## src/rtl/float_div_requester_pkg.sv

```systemverilog
// Shared IEEE-754 single constants, FSM encoding and classification helpers for the divider front end.
// Pure definitions; no timing or flow-control behaviour of its own.
package float_div_requester_pkg;

  localparam logic [31:0] FP_QNAN       = 32'h7FC00000;
  localparam logic [30:0] FP_INF        = 31'h7F800000;
  localparam logic [31:0] FP_ONE        = 32'h3F800000;
  localparam logic [7:0]  EXP_MAX       = 8'hFF;
  localparam logic [7:0]  REC_EXP_LIMIT = 8'd253;

  typedef enum logic [1:0] {
    ST_IDLE = 2'd0,
    ST_REQ  = 2'd1,
    ST_MUL  = 2'd2,
    ST_DONE = 2'd3
  } state_e;

  typedef struct packed {
    logic        hit;
    logic [31:0] val;
  } special_t;

  function automatic logic is_nan(input logic [31:0] f);
    return (f[30:23] == EXP_MAX) && (f[22:0] != 23'd0);
  endfunction

endpackage

```

## src/rtl/float_div_requester_mult.sv

```systemverilog
// Combinational single-precision multiplier (round-to-nearest-even, denormals flushed to zero).
// Zero latency; no flow control, output follows inputs.
module floatMult
  import float_div_requester_pkg::*;
(
  input  logic [31:0] float_a_i,
  input  logic [31:0] float_b_i,
  output logic [31:0] product_o
);

  logic               sign;
  logic [7:0]         ea;
  logic [7:0]         eb;
  logic [47:0]        prod;
  logic [22:0]        mant;
  logic               guard;
  logic               sticky;
  logic               rnd;
  logic [23:0]        mant_r;
  logic signed [9:0]  exp_s;

  always_comb begin
    sign   = float_a_i[31] ^ float_b_i[31];
    ea     = float_a_i[30:23];
    eb     = float_b_i[30:23];
    prod   = {1'b1, float_a_i[22:0]} * {1'b1, float_b_i[22:0]};
    if (prod[47]) begin
      mant   = prod[46:24];
      guard  = prod[23];
      sticky = |prod[22:0];
      exp_s  = $signed({2'b00, ea}) + $signed({2'b00, eb}) - 10'sd126;
    end else begin
      mant   = prod[45:23];
      guard  = prod[22];
      sticky = |prod[21:0];
      exp_s  = $signed({2'b00, ea}) + $signed({2'b00, eb}) - 10'sd127;
    end
    rnd    = guard & (sticky | mant[0]);
    mant_r = {1'b0, mant} + {23'd0, rnd};
    // Rounding carry-out leaves the fraction at zero; only the exponent moves.
    if (mant_r[23]) begin
      exp_s = exp_s + 10'sd1;
    end

    if (is_nan(float_a_i) || is_nan(float_b_i) ||
        ((ea == EXP_MAX) && (eb == 8'd0)) || ((eb == EXP_MAX) && (ea == 8'd0))) begin
      product_o = FP_QNAN;
    end else if ((ea == EXP_MAX) || (eb == EXP_MAX)) begin
      product_o = {sign, FP_INF};
    end else if ((ea == 8'd0) || (eb == 8'd0) || (exp_s <= 10'sd0)) begin
      product_o = {sign, 31'd0};
    end else if (exp_s >= 10'sd255) begin
      product_o = {sign, FP_INF};
    end else begin
      product_o = {sign, exp_s[7:0], mant_r[22:0]};
    end
  end

endmodule

```

## src/rtl/float_div_requester.sv

```systemverilog
// Divider front end: owns the reciprocal unit's enable/ack handshake, then multiplies by 1/divisor.
// One op in flight; in_ready low from accept until the result is taken on out_valid/out_ready.
module float_div_requester
  import float_div_requester_pkg::*;
#(
  parameter int DATA_WIDTH = 32,
  parameter int TIMEOUT    = 64
) (
  input  logic                  clk_p,
  input  logic                  rst,
  input  logic                  in_valid,
  output logic                  in_ready,
  input  logic [DATA_WIDTH-1:0] dividend,
  input  logic [DATA_WIDTH-1:0] divisor,
  output logic                  rec_enable,
  output logic [DATA_WIDTH-1:0] rec_number,
  input  logic [DATA_WIDTH-1:0] rec_result,
  input  logic                  rec_ack,
  output logic                  out_valid,
  input  logic                  out_ready,
  output logic [DATA_WIDTH-1:0] quotient,
  output logic                  err
);

  localparam int CW = $clog2(TIMEOUT);
  localparam logic [CW-1:0] CNT_LAST = CW'(TIMEOUT - 1);

  state_e        state_q, state_d;
  logic [31:0]   a_q, a_d;
  logic [31:0]   b_q, b_d;
  logic [31:0]   rec_q, rec_d;
  logic [31:0]   quot_q, quot_d;
  logic          err_q, err_d;
  logic [CW-1:0] cnt_q, cnt_d;
  logic          rdy_en_q;
  logic [31:0]   mult_res;
  special_t      spec;

  // Operand pairs resolved without the reciprocal unit; hit=0 means a request is needed.
  function automatic special_t classify(input logic [31:0] a, input logic [31:0] b);
    special_t r;
    logic     s;
    s     = a[31] ^ b[31];
    r.hit = 1'b1;
    r.val = FP_QNAN;
    if (is_nan(a) || is_nan(b)) begin
      r.val = FP_QNAN;
    end else if (b[30:23] == 8'd0) begin
      r.val = (a[30:23] == 8'd0) ? FP_QNAN : {s, FP_INF};
    end else if (b[30:23] == EXP_MAX) begin
      r.val = (a[30:23] == EXP_MAX) ? FP_QNAN : {s, 31'd0};
    end else if ((b[30:23] >= REC_EXP_LIMIT) || (a[30:23] == 8'd0)) begin
      r.val = {s, 31'd0};
    end else if (a[30:23] == EXP_MAX) begin
      r.val = {s, EXP_MAX, 23'd0};
    end else begin
      r.hit = 1'b0;
      r.val = 32'd0;
    end
    return r;
  endfunction

  floatMult u_mult (
    .float_a_i (a_q),
    .float_b_i (rec_q),
    .product_o (mult_res)
  );

  always_ff @(posedge clk_p or posedge rst) begin
    if (rst) begin
      state_q  <= ST_IDLE;
      a_q      <= 32'd0;
      b_q      <= 32'd0;
      rec_q    <= 32'd0;
      quot_q   <= 32'd0;
      err_q    <= 1'b0;
      cnt_q    <= '0;
      rdy_en_q <= 1'b0;
    end else begin
      state_q  <= state_d;
      a_q      <= a_d;
      b_q      <= b_d;
      rec_q    <= rec_d;
      quot_q   <= quot_d;
      err_q    <= err_d;
      cnt_q    <= cnt_d;
      rdy_en_q <= 1'b1;
    end
  end

  always_comb begin
    state_d = state_q;
    a_d     = a_q;
    b_d     = b_q;
    rec_d   = rec_q;
    quot_d  = quot_q;
    err_d   = err_q;
    cnt_d   = cnt_q;
    spec    = classify(dividend, divisor);
    case (state_q)
      ST_IDLE: begin
        if (in_valid && rdy_en_q) begin
          a_d   = dividend;
          b_d   = divisor;
          cnt_d = '0;
          if (spec.hit) begin
            quot_d  = spec.val;
            err_d   = 1'b0;
            state_d = ST_DONE;
          end else begin
            state_d = ST_REQ;
          end
        end
      end
      ST_REQ: begin
        // Ack on the final timeout edge still counts as success.
        if (rec_ack) begin
          rec_d   = rec_result;
          state_d = ST_MUL;
        end else if (cnt_q == CNT_LAST) begin
          quot_d  = FP_QNAN;
          err_d   = 1'b1;
          state_d = ST_DONE;
        end else begin
          cnt_d = cnt_q + CW'(1);
        end
      end
      ST_MUL: begin
        quot_d  = mult_res;
        err_d   = 1'b0;
        state_d = ST_DONE;
      end
      default: begin
        if (out_ready) begin
          state_d = ST_IDLE;
        end
      end
    endcase
  end

  assign in_ready   = (state_q == ST_IDLE) && rdy_en_q;
  assign rec_enable = (state_q == ST_REQ);
  assign rec_number = b_q;
  assign out_valid  = (state_q == ST_DONE);
  assign quotient   = quot_q;
  assign err        = err_q;

endmodule
```

## config.mk

```make
export PLATFORM = sky130hd
export DESIGN_NAME = float_div_requester
export DESIGN_NICKNAME = d
export VERILOG_FILES = /design/src/rtl/float_div_requester_pkg.sv /design/src/rtl/float_div_requester_mult.sv /design/src/rtl/float_div_requester.sv
export SDC_FILE = /design/constraint.sdc
export NUM_CORES = 2
export LEC_CHECK = 0
export CORE_ASPECT_RATIO = 0.5
export CORE_UTILIZATION = 35
export DETAILED_ROUTE_END_ITERATION = 7
export PLACE_DENSITY = 0.61
export SYNTH_ARGS = -nofsm -noshare
export SYNTH_HDL_FRONTEND = slang
export SYNTH_SLANG_ARGS = --single-unit
```

## constraint.sdc

```tcl
create_clock -name clk_p -period 11.74 [get_ports clk_p]
set_clock_uncertainty 0.05 [all_clocks]
set_input_delay 2.348 -clock clk_p [delete_from_list [all_inputs] [get_ports clk_p]]
set_output_delay 2.348 -clock clk_p [all_outputs]
set_load 0.01 [all_outputs]
```

==> After elaboration in Yosys (flattened, before gate mapping) <==
Cells that the tools add are included.
{ "classes": {"addsub": 6, "n_mul": 1, "n_lt_le_gt_ge": 3, "eq_ne": 14, "mux": 41, "bitwise": 4, "n_reduce_logical": 35} }
{ "op_table": {"columns": ["op", "n"], "rows": [
  ["$mux 32", 12],
  ["$pmux 32 s3", 1],
  ["$mux 31", 3],
  ["$reduce_bool 23->1", 4],
  ["$mul 24x24->48", 1],
  ["$eq 8x8->1 const B", 4],
  ["$logic_not 8->1", 4],
  ["$add 23x1->24", 1],
  ["$mux 23", 1],
  ["$reduce_or 23->1", 1],
  ["$reduce_or 22->1", 1],
  ["$mux 10", 2],
  ["$sub 10x8->10 const B", 2],
  ["$mux 6", 3],
  ["$pmux 6 s2", 1],
  ["$mux 1", 11],
  ["$add 10x2->10 const B", 1],
  ["$ge 10x9->1 const B", 1],
  ["$le 10x1->1 const B", 1],
  ["$mux 2", 5],
  ["$add 8x8->9", 1],
  ["$ge 8x8->1 const B", 1],
  ["$logic_and 1x1->1", 8],
  ["$logic_or 1x1->1", 8],
  ["other kinds (20)", 26]
]} }
{ "word_totals": {"reg_bits": 138, "elab_cells": 112} }

==> Longest topological paths before layout <==
{ "logic_depth": {"depth_word": 13, "mapped_depth": 42} }

==> By module <==
A second synthesis with hierarchy kept.
{ "hier_totals": {"cells_unflattened": 3111, "area_unflattened_um2": 27656.5} }
{ "by_module_without_submodules": {"columns": ["module", "instances", "cells_per_inst", "area_per_inst_um2"], "rows": [
  ["floatMult", 1, 2662, 21966.1],
  ["float_div_requester", 1, 449, 5690.5]
]} }

==> Worst setup path before layout <==
OpenSTA, ideal clock, no wires.
{ "synth_path": {"kind": "flip-flop to flip-flop", "startpoint": "reg rec_q[3]", "endpoint": "reg quot_q[18], in the netlist quotient[18]", "setup_ns": 0.104, "arrival_time_ns": 9.472, "setup_slack_ns": 2.114, "path_stages_with_launch": 43, "synth_period_minus_slack_ns": 9.626, "path_cell_list": "dfrtp_1 clkbuf_1 clkbuf_1 nand2_1 fa_1 inv_1 fa_1 inv_1 fa_1 inv_1 fa_1 inv_1 fa_1 inv_1 fa_1 inv_1 fa_1 inv_1 [7 not listed] buf_2 nand2_1 clkbuf_1 buf_1 clkbuf_1 nor2_1 a21oi_1 ha_1 nand2_1 or3_1 clkbuf_1 nor4b_1 and3_1 clkbuf_1 nand3b_1 xnor2_1 mux2i_1 o41ai_2"} }
{ "synth_via": {"elab_chain_len": 13, "elab_cells_between_ends": 25, "classes_between": "add/sub: 2; mul: 1; order compare: 2; mux: 10; bitwise: 2; reduce/logical: 8"} }
{ "synth_rtl": {"columns": ["item", "line", "source"], "rows": [
  ["from (decl)", "float_div_requester.sv:31", "logic [31:0] rec_q, rec_d;"],
  ["from (signal assigned)", "float_div_requester.sv:83", "rec_q <= rec_d;"],
  ["$mul 24x24->48", "float_div_requester_mult.sv:26", "prod = {1'b1, float_a_i[22:0]} * {1'b1, float_b_i[22:0]};"],
  ["$reduce_or 23->1 or $reduce_or 22->1 (tied branches)", "float_div_requester_mult.sv:30, float_div_requester_mult.sv:35", null],
  ["$mux 1", "float_div_requester_mult.sv:27", "if (prod[47]) begin"],
  ["$or 1x1->1", "float_div_requester_mult.sv:38", "rnd = guard & (sticky | mant[0]);"],
  ["$and 1x1->1", "float_div_requester_mult.sv:38", null],
  ["$add 23x1->24", "float_div_requester_mult.sv:39", "mant_r = {1'b0, mant} + {23'd0, rnd};"],
  ["$mux 10", "float_div_requester_mult.sv:41", "if (mant_r[23]) begin"],
  ["$ge 10x9->1 or $le 10x1->1 (tied branches)", "float_div_requester_mult.sv:52, float_div_requester_mult.sv:50", null],
  ["$mux 31 or $logic_or 1x1->1 (tied branches)", "float_div_requester_mult.sv:52, float_div_requester_mult.sv:50", null],
  ["$mux 31", "float_div_requester_mult.sv:50", "end else if ((ea == 8'd0) || (eb == 8'd0) || (exp_s <= 10'sd0)) begin"],
  ["$mux 31", "float_div_requester_mult.sv:48", "end else if ((ea == EXP_MAX) || (eb == EXP_MAX)) begin"],
  ["$mux 32 (*)", "float_div_requester_mult.sv:45", "if (is_nan(float_a_i) || is_nan(float_b_i) ||"],
  ["$pmux 32 s3 (*)", "float_div_requester.sv:100", "case (state_q)"],
  ["to (signal assigned)", "float_div_requester.sv:84", "quot_q <= quot_d;"],
  ["to (decl)", "float_div_requester.sv:32", "logic [31:0] quot_q, quot_d;"]
]} }
Every way passes the cells marked *; elsewhere a longest branch is shown, timed or not.
A chain may end at the register's enable or synchronous reset.

==> Worst setup path after layout <==
{ "layout_path": {"startpoint": "reg a_q[15]", "endpoint": "reg quot_q[20], in the netlist quotient[20]"} }
{ "layout_via": {"elab_chain_len": 13, "elab_cells_between_ends": 25, "classes_between": "add/sub: 2; mul: 1; order compare: 2; mux: 10; bitwise: 2; reduce/logical: 8"} }
{ "layout_rtl": {"columns": ["item", "line", "source"], "rows": [
  ["from (decl)", "float_div_requester.sv:29", "logic [31:0] a_q, a_d;"],
  ["from (signal assigned)", "float_div_requester.sv:72", "a_q <= 32'd0;"],
  ["from (signal assigned)", "float_div_requester.sv:81", "a_q <= a_d;"],
  ["$mul 24x24->48", "float_div_requester_mult.sv:26", null],
  ["$reduce_or 23->1 or $reduce_or 22->1 (tied branches)", "float_div_requester_mult.sv:30, float_div_requester_mult.sv:35", null],
  ["$mux 1", "float_div_requester_mult.sv:27", null],
  ["$or 1x1->1", "float_div_requester_mult.sv:38", null],
  ["$and 1x1->1", "float_div_requester_mult.sv:38", null],
  ["$add 23x1->24", "float_div_requester_mult.sv:39", null],
  ["$mux 10", "float_div_requester_mult.sv:41", null],
  ["$ge 10x9->1 or $le 10x1->1 (tied branches)", "float_div_requester_mult.sv:52, float_div_requester_mult.sv:50", null],
  ["$mux 31 or $logic_or 1x1->1 (tied branches)", "float_div_requester_mult.sv:52, float_div_requester_mult.sv:50", null],
  ["$mux 31", "float_div_requester_mult.sv:50", null],
  ["$mux 31", "float_div_requester_mult.sv:48", null],
  ["$mux 32 (*)", "float_div_requester_mult.sv:45", null],
  ["$pmux 32 s3 (*)", "float_div_requester.sv:100", null]
]} }
Marks and branches as above.

==> results.tsv <==
stage	metric	value	unit
yosys	syn-instance-count	3075	
setup_path	timing.critical_path.slowest_cell_delay	1.13	ns
drt	wl_per_cell	20.4	um
setup_path	worst_ep_required_time	12.05	ns
drt	vias_per_cell	5.20	
yosys	netlist_area	0.0277	mm2
final_layout	final_layout_size_suffix_gt1_frac	0.0701	
clocking	clock_path_buffers	2	
clocking	post_cts_resized	0	
run_status	status	finished, final reports clean	
yosys	ys.warnings.count	0	
place	dp.final_hpwl	68.3	mm
final_layout	layout.core_utilization	0.398	
drt	wirelength	85.8	mm
clocking	tritoncts_num_sinks	138	
final_layout	diodes	0	
setup_path	cpMostUsedCell	fa_1	
min_path	hp-class	reg -> reg	
final_layout	finalNetCount	3929	
final_layout	finish.instance_area	0.0309	mm2
yosys	post_synth.cell_area_avg	9.01	um2
final_layout	area.growth.synth_to_final	11.7	%
die	core-area	0.0777	mm2
drt	drt_iter0_drc	1805	
setup_path	endpoint_kind	flop	
setup_path	worstPathMaxFanout	26	
place	globalplace.congestion	0.972	
timing	hold_violations	0	
final_layout	nFillCells	7750	
timing	timing.final.crit_period	10.86	ns
yosys	mappedNetlistNets	3849	
drt	first_pass_iters	5	
clocking	numCtsBuffers	17	
die	die_area	0.0803	mm2
timing	setup_viol	0	
yosys	ys_dominant_reg_cell	dfrtp_1	
global_routing	grt_start_max_net_pins	80	
yosys	yosysSeqAreaShare	0.125	
die	effective_utilization_at_floorplan	0.356	
drt	postRouteAntennaNets	0	
timing	grt_setup_unrepaired	no	
final_layout	final_common_cell	inv_1	
timing	max-slew-margin-rel	0.147	
clocking	cts_hold_buf	0	
setup_path	timing.critical_path.slowest_stage_cell	dfrtp_1	
global_routing	grtUsageTotal	0.222	
yosys	number_of_synthesized_register_bits	138	
die	die-width	400	um
die	ioPinCount	169	
timing	clock.fmax	92.1	MHz
drt	num_vias	21800	
timing	setup-tns-final	0	ns
clocking	postCtsSetupBuffers	0	
global_routing	antenna_found_initial	2	
place	placed_cell_area	0.0304	mm2
place	numPortBuffers	168	
setup_path	timing.critical_path.from_type	flop	
clocking	clkTransAtPathRegs	0.08	ns
setup_path	worst_ep_arrival_time	11.17	ns
yosys	synth-async-reset-ratio	1.00	
clocking	ctsRootBufferMaster	clkbuf_16	
global_routing	grt_pass1_vias	22700	
job	maxCapViolations	0	
final_layout	mostFrequentLayoutCells	inv_1, fa_1, nand2_1, and2_1, ha_1	
timing	fin_crit_sh	0.925	
timing	drv_slew	0	
die	rows	72	
global_routing	first_pass_grt_wire_length	136	mm
drt	route.detailed.drc	0	
global_routing	grt-ovfl-total	0	
clocking	worstSkewPairLatency	0.48	ns
timing	worst_max_slew_pin_slew	1.28	ns
die	die-height	201	um
yosys	count_of_flip_flops_with_a_built_in_enable_after_synthesis	0	
yosys	ys_types	86	
clocking	tritoncts_clock_tree	built	
clocking	h_tree_lvls	4	
setup_path	timing.setup.critical_path_class	reg -> reg	
==> worst paths after layout <==
kind / startpoint / endpoint / slack, ns / cells past startpoint
hold reg to reg: quotient[18] / quotient[18] / 0.44 / 2
max in group asynchronous: rst / rec_number[30] / 7.94 / 3
min in group asynchronous: rst / a_q[1] / 2.37 / 2
setup / recovery: a_q[15] / quotient[20] / 0.88 / 27
setup reg to reg: a_q[15] / quotient[20] / 0.88 / 27
hold / removal: quotient[18] / quotient[18] / 0.44 / 2
==> stage by stage <==
| stage | hold WS [ns] | setup WS [ns] | cells |
|---|---|---|---|
| final | 0.439 | 0.882 | 4204 |
| after CTS | 0.448 | 0.879 | 4204 |
| after global routing | 0.466 | 0.208 | 4204 |
| after floorplan | 0.414 | 2.11 | 3075 |
| after global placement | 0.427 | 1.05 | 4172 |
| after detailed placement | 0.422 | 0.919 | 4172 |
==> flip-flops by register name, summed over array words and instances, names as in the netlist <==
signal      cells
a_q            32
quotient       32
rec_number     32
rec_q          32
cnt_q           6
state_q         2
err             1
rdy_en_q        1
==> critical path: cells and delay by family (launching register included) <==
| kind | cells | cell delay (ns) |
|---|---|---|
| flip-flops | 1 | 1.13 |
| AO/OA/AOI/OAI | 8 | 2.48 |
| buffers and inverters | 5 | 0.52 |
| adder cells (fa/ha/maj) | 8 | 3.99 |
| AND/OR/NAND/NOR | 6 | 2.49 |
==> cell usage after synthesis (4+ instances only) <==
cell type | number | area share
a211o_1 | 6 | 0.0019
a211oi_1 | 17 | 0.0046
a21o_1 | 19 | 0.0052
a21oi_1 | 84 | 0.015
a221oi_1 | 4 | 0.0013
a31oi_1 | 10 | 0.0023
and2_1 | 249 | 0.056
and3_1 | 15 | 0.0034
and4_1 | 9 | 0.0028
buf_1 | 9 | 0.0012
buf_2 | 13 | 0.0023
buf_6 | 5 | 0.0020
clkbuf_1 | 126 | 0.017
dfrtp_1 | 138 | 0.12
fa_1 | 483 | 0.35
ha_1 | 190 | 0.086
inv_1 | 598 | 0.081
mux2_2 | 99 | 0.040
mux2i_1 | 12 | 0.0043
nand2_1 | 396 | 0.054
nand2b_1 | 10 | 0.0023
nand3_1 | 38 | 0.0069
nand3b_1 | 6 | 0.0016
nand4_1 | 32 | 0.0072
nor2_1 | 120 | 0.016
nor2b_1 | 7 | 0.0016
nor3_1 | 23 | 0.0042
nor3b_1 | 8 | 0.0022
nor4_1 | 38 | 0.0086
nor4b_1 | 4 | 0.0013
o2111ai_1 | 5 | 0.0016
o211a_1 | 7 | 0.0025
o211ai_1 | 13 | 0.0035
o21a_1 | 9 | 0.0024
o21ai_0 | 57 | 0.010
o21ai_1 | 5 | 0.00090
o21bai_1 | 6 | 0.0016
o31ai_1 | 9 | 0.0024
o41ai_1 | 5 | 0.0016
o41ai_2 | 20 | 0.012
or3_1 | 15 | 0.0034
xnor2_1 | 50 | 0.016
xor2_1 | 39 | 0.012
==> metal layers <==
metal	share of wire	vias up	global-route usage
met2	0.44	866	0.336
li1	-	9821	-
met5	0	-	0
met3	0.086	113	0.0554
met4	0.024	0	0.0582
met1	0.45	11000	0.314
==> final cells by class <==
class	count	area, um2	area share
inverter	601	2260	0.0731
multi-input combinational	2180	21300	0.690
clock inverter	11	90.1	0.00291
sequential	138	3450	0.112
timing repair buffer	217	2050	0.0662
tap	1036	1300	0.0419
clock buffer	21	440	0.0142
==> kinds of logic (layout without fill, tap and decap cells) <==
family / count (synthesis) / after routing / share of synthesized area
AND/OR/NAND/NOR: 984 / 984 / 0.177
buffers and inverters: 757 / 850 / 0.105
adder cells (fa/ha/maj): 673 / 673 / 0.435
AO/OA/AOI/OAI: 322 / 322 / 0.0857
flip-flops: 138 / 138 / 0.125
multiplexers: 111 / 111 / 0.0446
XOR/XNOR: 89 / 89 / 0.0281
other: 1 / 1 / 0.000135
Power is left out: the tool's default activity adds up to more than one toggle a clock period on the data nets, which glitch-free logic cannot reach.
